**config.mk**
```make
export PLATFORM = sky130hd
export DESIGN_NAME = i2c_reg_arbiter
export DESIGN_NICKNAME = d
export VERILOG_FILES = /design/src/rtl/i2c_reg_arbiter.sv
export SDC_FILE = /design/constraint.sdc
export NUM_CORES = 1
export LEC_CHECK = 0
export BUFFER_PORTS_ARGS = -buffer_cell sky130_fd_sc_hd__buf_4
export CORE_AREA = 2 2 91 93
export DETAILED_ROUTE_END_ITERATION = 12
export DIE_AREA = 0 0 93 95
export GPL_TIMING_DRIVEN = 1
export PLACE_DENSITY = 0.78
export SYNTH_ARGS = -nofsm -noshare
export SYNTH_HDL_FRONTEND = slang
export SYNTH_SLANG_ARGS = --single-unit
```
**constraint.sdc**
```tcl
create_clock -name clk -period 2 [get_ports clk]
set_input_delay 0.3 -clock clk [delete_from_list [all_inputs] [get_ports clk]]
set_output_delay 0.3 -clock clk [all_outputs]
set_load 0.05 [all_outputs]
```
**src/rtl/i2c_reg_arbiter.sv**
```systemverilog
// i2c_reg_arbiter: round-robin sharing of one i2c_master between register-access clients
module i2c_reg_arbiter #(
  parameter int NUM_REQ = 2,
  parameter int TIMEOUT_CYCLES = 27_000_000
) (
  input  logic                 clk,
  input  logic                 rst,
  input  logic [NUM_REQ-1:0]   req_valid,
  input  logic [NUM_REQ-1:0]   req_write,
  input  logic [7*NUM_REQ-1:0] req_dev,
  input  logic [8*NUM_REQ-1:0] req_reg,
  input  logic [8*NUM_REQ-1:0] req_wdata,
  output logic [NUM_REQ-1:0]   req_ready,
  output logic                 rsp_valid,
  output logic [2:0]           rsp_id,
  output logic [7:0]           rsp_rdata,
  output logic                 rsp_err,
  output logic [6:0]           cmd_address,
  output logic                 cmd_start,
  output logic                 cmd_read,
  output logic                 cmd_write,
  output logic                 cmd_write_multiple,
  output logic                 cmd_stop,
  output logic                 cmd_valid,
  input  logic                 cmd_ready,
  output logic [7:0]           data_tdata,
  output logic                 data_tvalid,
  output logic                 data_tlast,
  input  logic                 data_tready,
  input  logic [7:0]           rx_tdata,
  input  logic                 rx_tvalid,
  output logic                 rx_tready,
  input  logic                 i2c_busy
);
  localparam int WD_W = (TIMEOUT_CYCLES > 2) ? $clog2(TIMEOUT_CYCLES) : 1;
  typedef enum logic [3:0] {IDLE, ACC, CMD_W, DREG, DVAL, CMD_R, WAIT_RX, DONE, DRAIN} state_t;
  typedef struct packed {
    state_t             st;
    logic [NUM_REQ-1:0] req_ready;
    logic               rsp_valid;
    logic [2:0]         rsp_id;
    logic [7:0]         rsp_rdata;
    logic               rsp_err;
    logic [6:0]         cmd_address;
    logic               cmd_start;
    logic               cmd_read;
    logic               cmd_write;
    logic               cmd_write_multiple;
    logic               cmd_stop;
    logic               cmd_valid;
    logic [7:0]         data_tdata;
    logic               data_tvalid;
    logic               data_tlast;
    logic [2:0]         cid;
    logic [6:0]         dev;
    logic [7:0]         rg;
    logic [7:0]         wdat;
    logic               wr;
    logic [2:0]         rp;
    logic [WD_W-1:0]    wd;
  } regs_t;
  regs_t r, n;
  logic       hit;
  logic [2:0] g;
  logic [6:0] dev_s;
  logic [7:0] reg_s, wd_s;
  logic       wr_s;
  // choose the first requester at or after the rotation pointer, wrapping to the lowest
  always_comb begin
    hit = |req_valid;
    g = '0;
    for (int k = NUM_REQ - 1; k >= 0; k--) if (req_valid[k]) g = 3'(k);
    for (int k = NUM_REQ - 1; k >= 0; k--) if (req_valid[k] && 3'(k) >= r.rp) g = 3'(k);
    dev_s = '0;
    reg_s = '0;
    wd_s = '0;
    wr_s = 1'b0;
    for (int k = 0; k < NUM_REQ; k++)
      if (g == 3'(k)) begin
        dev_s = req_dev[7*k +: 7];
        reg_s = req_reg[8*k +: 8];
        wd_s = req_wdata[8*k +: 8];
        wr_s = req_write[k];
      end
  end
  // sequencer: expands the latched request into i2c_master beats, every output registered
  always_comb begin
    n = r;
    n.req_ready = '0;
    n.rsp_valid = 1'b0;
    n.wd = (r.st == IDLE) ? '0 : r.wd + 1'b1;
    case (r.st)
      IDLE: if (hit) begin
        for (int k = 0; k < NUM_REQ; k++) n.req_ready[k] = (g == 3'(k));
        n.cid = g;
        n.dev = dev_s;
        n.rg = reg_s;
        n.wdat = wd_s;
        n.wr = wr_s;
        n.rp = (g == 3'(NUM_REQ - 1)) ? 3'd0 : g + 3'd1;
        n.st = ACC;
      end
      ACC: begin
        n.cmd_valid = 1'b1;
        n.cmd_address = r.dev;
        n.cmd_start = 1'b1;
        n.cmd_read = 1'b0;
        n.cmd_write = ~r.wr;
        n.cmd_write_multiple = r.wr;
        n.cmd_stop = r.wr;
        n.st = CMD_W;
      end
      CMD_W: if (cmd_ready) begin
        n.cmd_valid = 1'b0;
        n.data_tvalid = 1'b1;
        n.data_tdata = r.rg;
        n.data_tlast = ~r.wr;
        n.st = DREG;
      end
      DREG: if (data_tready) begin
        n.data_tvalid = r.wr;
        n.data_tdata = r.wr ? r.wdat : r.data_tdata;
        n.data_tlast = 1'b1;
        n.cmd_valid = ~r.wr;
        n.cmd_read = ~r.wr;
        n.cmd_write = 1'b0;
        n.cmd_write_multiple = 1'b0;
        n.cmd_stop = 1'b1;
        n.st = r.wr ? DVAL : CMD_R;
      end
      DVAL: if (data_tready) begin
        n.data_tvalid = 1'b0;
        n.rsp_valid = 1'b1;
        n.rsp_id = r.cid;
        n.rsp_rdata = '0;
        n.rsp_err = 1'b0;
        n.st = DONE;
      end
      CMD_R: if (cmd_ready) begin
        n.cmd_valid = 1'b0;
        n.st = WAIT_RX;
      end
      WAIT_RX: if (rx_tvalid) begin
        n.rsp_valid = 1'b1;
        n.rsp_id = r.cid;
        n.rsp_rdata = rx_tdata;
        n.rsp_err = 1'b0;
        n.st = DONE;
      end
      DONE, DRAIN: if (!i2c_busy) n.st = IDLE;
      default: n.st = IDLE;
    endcase
    if ((r.st inside {ACC, CMD_W, DREG, DVAL, CMD_R, WAIT_RX}) && r.wd == WD_W'(TIMEOUT_CYCLES - 2)) begin
      n.cmd_valid = 1'b0;
      n.data_tvalid = 1'b0;
      n.rsp_valid = 1'b1;
      n.rsp_id = r.cid;
      n.rsp_rdata = '0;
      n.rsp_err = 1'b1;
      n.st = DRAIN;
    end
  end
  // state and output register
  always_ff @(posedge clk) begin
    if (rst) r <= '0;
    else r <= n;
  end
  assign req_ready = r.req_ready;
  assign rsp_valid = r.rsp_valid;
  assign rsp_id = r.rsp_id;
  assign rsp_rdata = r.rsp_rdata;
  assign rsp_err = r.rsp_err;
  assign cmd_address = r.cmd_address;
  assign cmd_start = r.cmd_start;
  assign cmd_read = r.cmd_read;
  assign cmd_write = r.cmd_write;
  assign cmd_write_multiple = r.cmd_write_multiple;
  assign cmd_stop = r.cmd_stop;
  assign cmd_valid = r.cmd_valid;
  assign data_tdata = r.data_tdata;
  assign data_tvalid = r.data_tvalid;
  assign data_tlast = r.data_tlast;
  assign rx_tready = 1'b1;
endmodule

```
# ---- Yosys cells after proc, flatten, opt, wreduce, memory -nomap -nowiden
# Index checks and enable logic that the tools add are counted.
dict set report word_totals {
  ff_bits 97
  in_bits 64
  output_inout_bits 39
  word_cells 120
}
dict set report classes {
  add_sub_neg 2
  n_lt_le_gt_ge 2
  eq_ne 25
  mux 37
  bitwise 3
  n_reduce_logical 27
}
# op count
set op_table {}
lappend op_table {{8-bit two-way mux} 5}
lappend op_table {{13-bit two-way mux} 3}
lappend op_table {{4-bit one-hot mux with 8 select lines} 1}
lappend op_table {{4-bit two-way mux} 7}
lappend op_table {{13-bit one-hot mux with 2 select lines} 1}
lappend op_table {{25-bit by 1-bit adder with 25-bit output (second input constant)} 1}
lappend op_table {{25-bit == test (second input constant)} 1}
lappend op_table {{3-bit by 2-bit inequality test with 1-bit output (second input constant)} 6}
lappend op_table {{4-bit by 3-bit == test with 1-bit output (second input constant)} 4}
lappend op_table {{2-bit inequality test (second input constant)} 8}
lappend op_table {{8-bit one-hot mux with 2 select lines} 1}
lappend op_table {{15-bit two-way mux} 1}
lappend op_table {{7-bit two-way mux} 2}
lappend op_table {{7-bit AND reduction} 2}
lappend op_table {{3-bit two-way mux} 4}
lappend op_table {{4-bit AND reduction} 3}
lappend op_table {{11-bit two-way mux} 1}
lappend op_table {{3-bit AND reduction} 3}
lappend op_table {{4-bit by 2-bit == test with 1-bit output (second input constant)} 2}
lappend op_table {{4-bit one-hot mux with 2 select lines} 1}
lappend op_table {{2-bit OR reduction} 4}
lappend op_table {{1-bit by 3-bit >= comparator with 1-bit output (first input constant)} 2}
lappend op_table {{1-bit two-way mux} 6}
lappend op_table {{6-bit two-way mux} 1}
lappend op_table {{other kinds (18)} 26}

# ---- Depth between registers and ports, before layout
# Gate-level depths: netlist (run 1).
dict set report depth {
  word_depth 8
  mapped_depth 8
  depth_no_buf 6
}

# ---- Worst setup path after synthesis (run 1)
# OpenSTA, ideal clock, no wires.
dict set report synth_path {
  kind {register to register}
  startpoint {reg r[0] in the netlist's numbering}
  endpoint {reg r[14] in the netlist's numbering}
  setup_ns 0.070
  arrival_ns 1.649
  required_ns 1.930
  slack_ns 0.281
  stages_incl_launch_ff 6
  n_path_buf 0
  period_less_slack_ns 1.719
  path_cell_list {dfxtp_1 ha_1 nand3_2 or4_1 or3_1 a21oi_1}
}
dict set report synth_between {
  elab_chain_cells 1
}
# element line
set synth_lines {}
lappend synth_lines {{start, declared} 62} ;# regs_t r, n;
lappend synth_lines {{start signal, assigned} 166} ;# else r <= n;
lappend synth_lines {{25-bit by 1-bit adder with 25-bit output} 91} ;# n.wd = (r.st == IDLE) ? '0 : r.wd + 1'b1;
# No other way between the ends.
# A chain may end at the register's enable or synchronous reset.

# ---- Final worst setup path (run 1)
dict set report layout_path {
  startpoint {reg r[6] in the netlist's numbering}
  endpoint {reg r, in the netlist cmd_valid}
}
dict set report layout_between {
  elab_chain_cells 3
}
# element line
set layout_lines {}
lappend layout_lines {{25-bit == test} 153} ;# if ((r.st inside {ACC, CMD_W, DREG, DVAL, CMD_R, WAIT_RX}) && r.wd == WD_W'(TIMEOUT_CYCLES - 2)) begin
lappend layout_lines {{1-bit logical AND} 153}
lappend layout_lines {{2-bit OR reduction (no source line)} n/a}
# No other way between the ends.

==> results.cfg, run 1 <==
[synth]
synth_compound_area_share_pct = 15.5
syn_area_sq_um = 4080
synth_xor_area_share_pct = 4.51
synth_edf_count = 0
synth-seq-cells = 91
synthMuxAreaShare_pct = 2.48
ys.flop_type = dfxtp_1
yosys.area_share.simple_pct = 21.8
synth_top_family_by_area = simple AND/OR/NAND/NOR gates
yosysSeqAreaShare_pct = 44.7
synthCells = 454
async_flop_share_pct = 0
synth.distinct_cells = 56
synth_fa_ha_area_share_pct = 0.613
yosysWarnings = 0
synth.avg_cell_area_sq_um = 8.98

[sta]
fmax_ghz = 0.536
skew_ns = 0.0122
worst_pin_slew_ns = 0.552
finalSetupTns_ns = 0
rsz0062_at_grt = no
hold_viol_final = 0
final.min_clock_period_ns = 1.87
relSlewSlack_pct = 62.8
slew_violations = 0
timing.final.crit_share_pct = 93.3
finalSetupViolations = 0

[layout]
seq_area_sq_um = 1830
areaGrowthSynthToFinish_pct = 21.0
finish.utilization_pct = 62.3
fillers = 708
drive_above_1_share_pct = 29.2
final_common_cell = buf_4
final_cell_mix = buf_4, dfxtp_1, nor2_1
fin_nets = 588
multiInputGateArea_sq_um = 1860
n_antenna_cell = 0
stdcell_area_sq_um = 4940

[worst_setup_path]
path_cells = or4b_1 -> nor4b_2 -> nand4_2 -> nand2b_4 -> a2111oi_0
critPathBufInv = 0
cp_data_required_time_ns = 2.23
cp-end-kind = flip-flop
path_delay_family = simple AND/OR/NAND/NOR gates
critPathKind = reg -> reg
reg2reg_slack_ns = 0.13
slowest_stage = or4b_1
cp.arrival_ns = 2.09
worstPathMaxFanout = 13
slowest_delay_ns = 0.56
startpoint_type = flip-flop

[die]
fp.dieW_microns = 93
die_h_microns = 95
core-area_sq_um = 7930
fp-row-count = 33
dieArea_sq_um = 8840
num_io_pins = 103
start_util_pct = 51.5

[drt]
route.detailed.drc = 0
post_drt_wl_per_cell_microns = 14.2
vias = 3452
drt_iter0_markers = 226
ant_nets = 0
drt_pass1_iterations = 9
viasPerCell = 5.46
wl_microns = 8960

[global_route]
grt_pass1_wl_microns = 14600
grt_pass1_vias = 3215
grt_max_degree = 50
grt_antenna_before_repair = 0
overflow = 0
grt_util_all_layers_pct = 20.4

[clocking]
clkLatencyLatePin_ns = 0.35
path_clk_slew_ns = 0.08
h-tree-depth = 3
cts_sinks = 91
clockBufferDepth = 2
cts_buffers = 9
postCtsSetupBuffers = 0
cts_tree = built
cts-root-buf = clkbuf_8

[placement]
dpl_cell_area_sq_um = 4740
gp_congestion = 0.909
dp_hpwl_microns = 6440
numPortBuffers = 99

[status]
status = finished clean

[hold_path]
hp-class = in -> reg

[power]
total_power_w = 0.00604
p_leak_nw = 1.91
ir_worst_vdd_uv = 650
powerDensity_nw_per_um2 = 1220

[job]
drv_cap = 0
-- registers in the layout (all words and copies together) (netlist names) --
signal / flops
req_ready: 2
cmd_write: 1
cmd_write_multiple: 1
cmd_start: 1
data_tlast: 1
data_tdata: 8
rsp_err: 1
rsp_rdata: 8
cmd_stop: 1
r: 55
rsp_valid: 1
cmd_address: 7
rsp_id: 1
data_tvalid: 1
cmd_valid: 1
cmd_read: 1
-- routing by layer --
layer	GRT usage, %	wire length [microns]	part of all wire, %
met5	0	0	0
met1	25.6	3880	43
met4	5.15	100	1.1
met3	4.23	469	5.2
met2	35.9	4510	50
-- power by group --
part           internal, W  leakage (nW)  switching (W)
clock network     0.000522        0.0880       0.000637
logic             0.000971          1.08        0.00149
registers          0.00215         0.742       0.000265
-- final cells by class --
type	count	area share (%)
Inverter	9	0.684
Clock inverter	5	0.735
Multi-Input combinational cell	296	37.6
Clock buffer	11	3.07
Timing Repair Buffer	115	18.2
Tap cell	105	2.66
Sequential cell	91	37.0
-- synth_stat cells, drive strengths merged, types with 8 or more instances --
cell type	instances	area [sq um]
a211oi	11	87.6
a21oi	25	129
a222oi	24	240
a22oi	8	60.1
buf	42	308
clkbuf	17	73.8
dfxtp	91	1820
inv	9	33.8
mux2i	9	90.1
nand2	35	131
nand3	12	65.1
nor2	78	293
xor2	14	123
-- repair_timing --
item                                    in CTS  in global routing
endpoints found under the setup margin       0                 24
hold buffers                                 0                  0
gates resized for setup                      0                  5
-- metrics by stage --
step                std cells  hold WS [ns]  setup slack, ns
finish                    632         0.186            0.135
CTS                       632         0.168           0.0444
detailed placement        616         0.451           0.0623
floorplan                 455         0.431            0.281
global placement          616         0.442            0.156
global route              632         0.172          0.00931
-- cell families after synthesis --
kind of cell	after synthesis
buf+inv	68
mux	10
flops	91
fa+ha+maj	2
xor+xnor	21
simple gates	177
other cells	2
compound gates	83
-- worst paths after layout --
path,cells after the start,start,endpoint
worst max-delay path,5,r[6]$_SDFF_PP0_,cmd_valid$_SDFFE_PP0P_
worst min-delay path,2,rst,rsp_id[0]$_SDFFE_PP0P_
worst max register to register,5,r[6]$_SDFF_PP0_,cmd_valid$_SDFFE_PP0P_
worst min register to register,2,cmd_address[4]$_SDFFE_PP0P_,cmd_address[4]$_SDFFE_PP0P_
No activity file was read; power rests on OpenSTA's default activity.
==> inputs of run 2 (changes only) <==
Settings changed: PLACE_DENSITY 0.78 to 0.79.
==> run 2 against run 1 <==
Final cell count unchanged. Worst setup slack improved by 0.0039 ns. Critical path depth is the same. Die area unchanged. Sequential share of layout area is 0.51 points lower. Register-to-register slack about the same.
==> results.cfg, run 2 (synthesis gave the netlist of run 1 again) <==
[status]
status = finished clean

[clocking]
cts-root-buf = clkbuf_8
cts_buffers = 9
path_clk_slew_ns = 0.09
h-tree-depth = 3
cts_sinks = 91
cts_tree = built
clockBufferDepth = 2
postCtsHoldBufs = 0
clkLatencyLatePin_ns = 0.35

[sta]
slew_violations = 0
finalSetupViolations = 0
rsz0062_at_grt = no
fmax_ghz = 0.537
timing.final.crit_share_pct = 93.1
worst_pin_slew_ns = 0.553
hold_viol_final = 0
relSlewSlack_pct = 62.8
finalSetupTns_ns = 0
skew_ns = 0.0122
final.min_clock_period_ns = 1.86

[worst_setup_path]
r2r-end = rsp_id[0]$_SDFFE_PP0P_
rr_worst_depth = 5
critPathBufInv = 0
reg2reg_slack_ns = 0.14
cp-end-kind = flip-flop
crit_start = r[6]$_SDFF_PP0_
slowest_delay_ns = 0.55
critPathKind = reg -> reg
startpoint_type = flip-flop
crit_cells = 5
slowest_stage = or4b_4
cp_data_required_time_ns = 2.30
path_cells = or4b_4 -> nor4b_4 -> nand4_4 -> a21bo_1 -> a21oi_2
r2r_start = r[6]$_SDFF_PP0_
path_delay_family = simple AND/OR/NAND/NOR gates
cp.arrival_ns = 2.16
worstPathMaxFanout = 7

[die]
fp.dieW_microns = 93
num_io_pins = 103
die_h_microns = 95
dieArea_sq_um = 8840
fp-row-count = 33
core-area_sq_um = 7930
start_util_pct = 51.5

[layout]
n_antenna_cell = 0
fin_nets = 588
largest_reg_flops = 55
top_register = r
drive_above_1_share_pct = 29.6
instances_no_fill = 632
final_common_cell = buf_4
areaGrowthSynthToFinish_pct = 22.8
final_cell_mix = buf_4, dfxtp_1, nor2_1

[drt]
drt_iter0_markers = 229
drt_pass1_iterations = 7
vias = 3491
ant_nets = 0
route.detailed.drc = 0
post_drt_wl_per_cell_microns = 14.6
viasPerCell = 5.52
wl_microns = 9250

[hold_path]
worst_hold_path.endpoint = rsp_rdata[0]$_SDFFE_PP0P_
min_from = rx_tdata[0]
hp-class = in -> reg
whs_path_depth = 3

[placement]
placedCellCount = 614
numPortBuffers = 99
dp_hpwl_microns = 6500
gp_congestion = 0.878

[power]
p_leak_nw = 1.95
powerDensity_nw_per_um2 = 1250
ir_worst_vdd_uv = 637

[global_route]
grt_util_all_layers_pct = 20.9
grt_pass1_vias = 3175
grt_pass1_wl_microns = 14900
grt_max_degree = 50
grt_antenna_before_repair = 0
overflow = 0

[job]
drv_cap = 0
## run 2: changes by cell type in the layout (fill, tap and decap cells not counted), sizes merged
cell | previous run | this run
nand2b | 3 | 4
clkinv | 1 | 2
clkinvlp | 3 | 1
bufinv | 0 | 2
inv | 10 | 9
buf | 115 | 114
## run 2: cell type report
| cell class | count | area [sq um] |
|---|---|---|
| clock buffer | 11 | 151 |
| clock inverter | 5 | 85.1 |
| fill | 674 | 2920 |
| inverter | 9 | 33.8 |
| multi-input combinational | 297 | 1890 |
| sequential | 91 | 1830 |
| tap | 105 | 131 |
| timing repair buffer | 114 | 893 |
## run 2: timing repair
item	4_1_cts	5_1_grt
gates resized for setup	0	9
endpoints found under the setup margin	0	26
setup buffers	0	1
## run 2: how the worst max path moves through the flow
stage                                  end  slack (ns)
finish              rsp_id[0]$_SDFFE_PP0P_        0.14
floorplan                 r[14]$_SDFF_PP0_        0.28
global route              r[14]$_SDFF_PP0_        0.02
CTS                 cmd_valid$_SDFFE_PP0P_        0.06
detailed placement  cmd_valid$_SDFFE_PP0P_        0.08
global placement    cmd_valid$_SDFFE_PP0P_        0.18
## run 2: layer usage
| metal | global-route usage, % | vias to the layer above | routed length [microns] |
|---|---|---|---|
| li1 | - | 1724 | - |
| met2 | 34.8 | 116 | 4540 |
| met4 | 9.07 | 0 | 169 |
| met1 | 26.7 | 1636 | 4050 |
| met5 | 0 | - | 0 |
| met3 | 3.51 | 15 | 494 |
## run 2: where the power goes
| group | internal (W) | leakage, nW | total, W | switching, W |
|---|---|---|---|---|
| logic | 0.000942 | 1.09 | 0.00242 | 0.00147 |
| registers | 0.00215 | 0.742 | 0.00242 | 0.000268 |
| clock network | 0.000776 | 0.116 | 0.00141 | 0.000636 |
| total | 0.00387 | 1.95 | 0.00624 | 0.00238 |
## run 2: worst reg2reg max path, cell delays in order, from the launching register on
cell and delay [ns]:
dfxtp_2 0.36, or4b_4 0.55, nor4b_4 0.33, nand4_4 0.21, a21bo_1 0.24, a21oi_2 0.12
## run 2: stage by stage
stage / area, sq um / setup WS, ns / hold WS [ns] / power [W] / util [%]
after detailed placement: 4720 / 0.0788 / 0.448 / 0.00486 / 59.6
after global placement: 4720 / 0.179 / 0.442 / 0.00480 / 59.6
after floorplan: 4080 / 0.281 / 0.431 / 0.00430 / -
after global routing: 5010 / 0.0156 / 0.171 / 0.00661 / 63.2
after CTS: 4960 / 0.0606 / 0.144 / 0.00628 / 62.5
final: 5010 / 0.139 / 0.177 / 0.00624 / 63.2
==> inputs of run 3 (changes only) <==
Settings changed: ABC_AREA set to 1, CORE_AREA 2 2 91 93 to 2 2 94 96, DIE_AREA 0 0 93 95 to 0 0 96 98, PLACE_DENSITY 0.79 to 0.8.
==> run 3 against run 2 <==
Final cell count increased by 30%. Synthesized area increased by 9.0%. Sequential share of layout area decreased by 1.6 points. Via count increased by 23%. Register-to-register slack improved by 0.18 ns. Sequential power about the same. Non-clock buffer count decreased by 6. Hold slack got worse by 0.045 ns. Flip-flop and latch count unchanged. Cell area increased by 4.4%. Worst setup slack improved by 0.18 ns. Total power increased by 1.7%.
==> results.cfg, run 3 <==
[status]
status = finished clean

[drt]
route.detailed.drc = 0
post_drt_wl_per_cell_microns = 13.1
drt_iter0_markers = 187
viasPerCell = 5.20
vias = 4277
wl_microns = 10800
ant_nets = 0
drt_pass1_iterations = 5

[synth]
synth_edf_count = 0
async_flop_share_pct = 0
yosysTopAreaCellShare_pct = 41.0
yosysWarnings = 0
yosysSeqAreaShare_pct = 41.0
yosys-top-cells-area = dfxtp_1, nand2_1, nor2_1
synthCells = 639
ys.flop_type = dfxtp_1
synth_top_cell_by_area = dfxtp_1
synth.avg_cell_area_sq_um = 6.96
syn_area_sq_um = 4450
yosysMostFrequentCell = nand2_1
ys_top_cells_by_count = nand2_1, dfxtp_1, nor2_1
synth-seq-cells = 91
synth.distinct_cells = 37

[clocking]
cts_tree = built
h-tree-depth = 3
postCtsHoldBufs = 0
cts_buffers = 9
ctsResizeCount = 0
cts-root-buf = clkbuf_8
clkLatencyLatePin_ns = 0.36
postCtsSetupBuffers = 0
path_clk_slew_ns = 0.10
cts_sinks = 91
clockBufferDepth = 2

[power]
powerDensity_nw_per_um2 = 1210
p_leak_nw = 2.24
total_power_w = 0.00635
ir_worst_vdd_uv = 700

[sta]
setup_ws_ns = 0.318
rsz0062_at_grt = no
skew_ns = 0.0117
relSlewSlack_pct = 62.3
finalSetupViolations = 0
worst_pin_slew_ns = 0.561
finalSetupTns_ns = 0
hold_viol_final = 0
final.min_clock_period_ns = 1.68
slew_violations = 0
timing.final.crit_share_pct = 84.1
fmax_ghz = 0.595

[job]
drv_cap = 0

[placement]
dpl_cell_area_sq_um = 5060
placedCellCount = 807
numPortBuffers = 99
post-place-ws_ns = 0.321
gp_congestion = 0.887
dp_hpwl_microns = 8120

[global_route]
grt_pass1_vias = 3993
grt_pass1_wl_microns = 17800
grt_antenna_before_repair = 0
overflow = 0
grt_util_all_layers_pct = 23.5
grt_max_degree = 32

[worst_setup_path]
cp_data_required_time_ns = 2.28
slowest_stage = nor2_4
startpoint_type = flip-flop
setup.worst_path.end = r[51]$_SDFFE_PP0P_
r2r_start = r[96]$_SDFFE_PP0P_
r2r-end = r[51]$_SDFFE_PP0P_
cp.arrival_ns = 1.97
reg2reg_slack_ns = 0.32
crit_start = r[96]$_SDFFE_PP0P_
critPathKind = reg -> reg
cp-end-kind = flip-flop
rr_worst_depth = 7
worstPathMaxFanout = 20
slowest_delay_ns = 0.40
path_cells = nor2_4 -> nand2_2 -> inv_2 -> nand2_2 -> nor2_4 -> nand2_1 -> a31oi_1

[layout]
final_cell_mix = nand2_1, buf_4, dfxtp_1
largest_reg_flops = 55
drive_above_1_share_pct = 21.8
stdcell_area_sq_um = 5230
seq_area_sq_um = 1820
top_register = r
fillers = 781
final_common_cell = nand2_1
multiInputGateArea_sq_um = 2040
fin_nets = 776
n_antenna_cell = 0
areaGrowthSynthToFinish_pct = 17.6
instances_no_fill = 823

[die]
start_util_pct = 52.5
fp.dieW_microns = 96
fp-row-count = 34
num_io_pins = 103
dieArea_sq_um = 9410
core-area_sq_um = 8470
die_h_microns = 98

[hold_path]
min_from = req_dev[2]
hp-class = in -> reg
run 3: cell count changes after synthesis, moves of 10 or more:
cell | previous run | this run
a21oi_1 | 24 | 55
a222oi_1 | 24 | 0
a31oi_1 | 1 | 11
clkbuf_1 | 16 | 6
inv_1 | 9 | 56
nand2_1 | 35 | 155
nand3_1 | 11 | 27
o21ai_0 | 4 | 38
xor2_1 | 14 | 4
run 3: worst max-delay path, delay by kind of cell (launching register included):
family | cells | cell delay, ns
simple gates | 5 | 1.01
compound gates | 1 | 0.15
flops | 1 | 0.37
buf+inv | 1 | 0.09
run 3: layout make-up:
cell class,count,area share [%]
clock buffer,10,2.44
clock inverter,6,0.933
inverter,66,4.78
multi-input combinational,434,39.0
sequential,91,34.8
tap,108,2.58
timing repair buffer,108,15.5
run 3: metal layers:
| metal | up-vias | wire length (microns) | GRT usage [%] |
|---|---|---|---|
| li1 | 2159 | - | - |
| met2 | 121 | 5090 | 37.3 |
| met3 | 22 | 506 | 3.70 |
| met4 | 0 | 262 | 9.34 |
| met5 | - | 0 | 0 |
| met1 | 1975 | 4900 | 31.6 |
run 3: metrics by stage:
step | hold WS [ns] | util, %
after detailed placement | 0.457 | 59.7
after floorplan | 0.410 | -
after global placement | 0.439 | 59.7
after global routing | 0.128 | 61.8
final | 0.132 | 61.8
after CTS | 0.124 | 61.8
run 3: how the worst min path moves through the flow:
stage	end	slack (ns)	depth (start not counted)
2_1_floorplan	r[45]$_SDFFE_PP0P_	0.41	2
3_3_place_gp	cmd_address[1]$_SDFFE_PP0P_	0.44	2
3_5_place_dp	cmd_address[1]$_SDFFE_PP0P_	0.46	2
4_1_cts	r[47]$_SDFFE_PP0P_	0.12	3
5_1_grt	r[47]$_SDFFE_PP0P_	0.13	3
6_report	r[47]$_SDFFE_PP0P_	0.13	3
run 3: cells by family after synthesis:
group,synth area share [%]
compound gates,13.1
buf+inv,13.3
xor+xnor,0.984
mux,1.01
fa+ha+maj,0.562
other cells,0.169
simple gates,29.9
flops,41.0
run 3: report_power, final:
group	internal (W)	leakage (nW)	switching, W
sequential	0.00219	0.742	0.000221
clock	0.000463	0.0795	0.000679
combinational	0.000864	1.42	0.00193
total	0.00351	2.24	0.00283
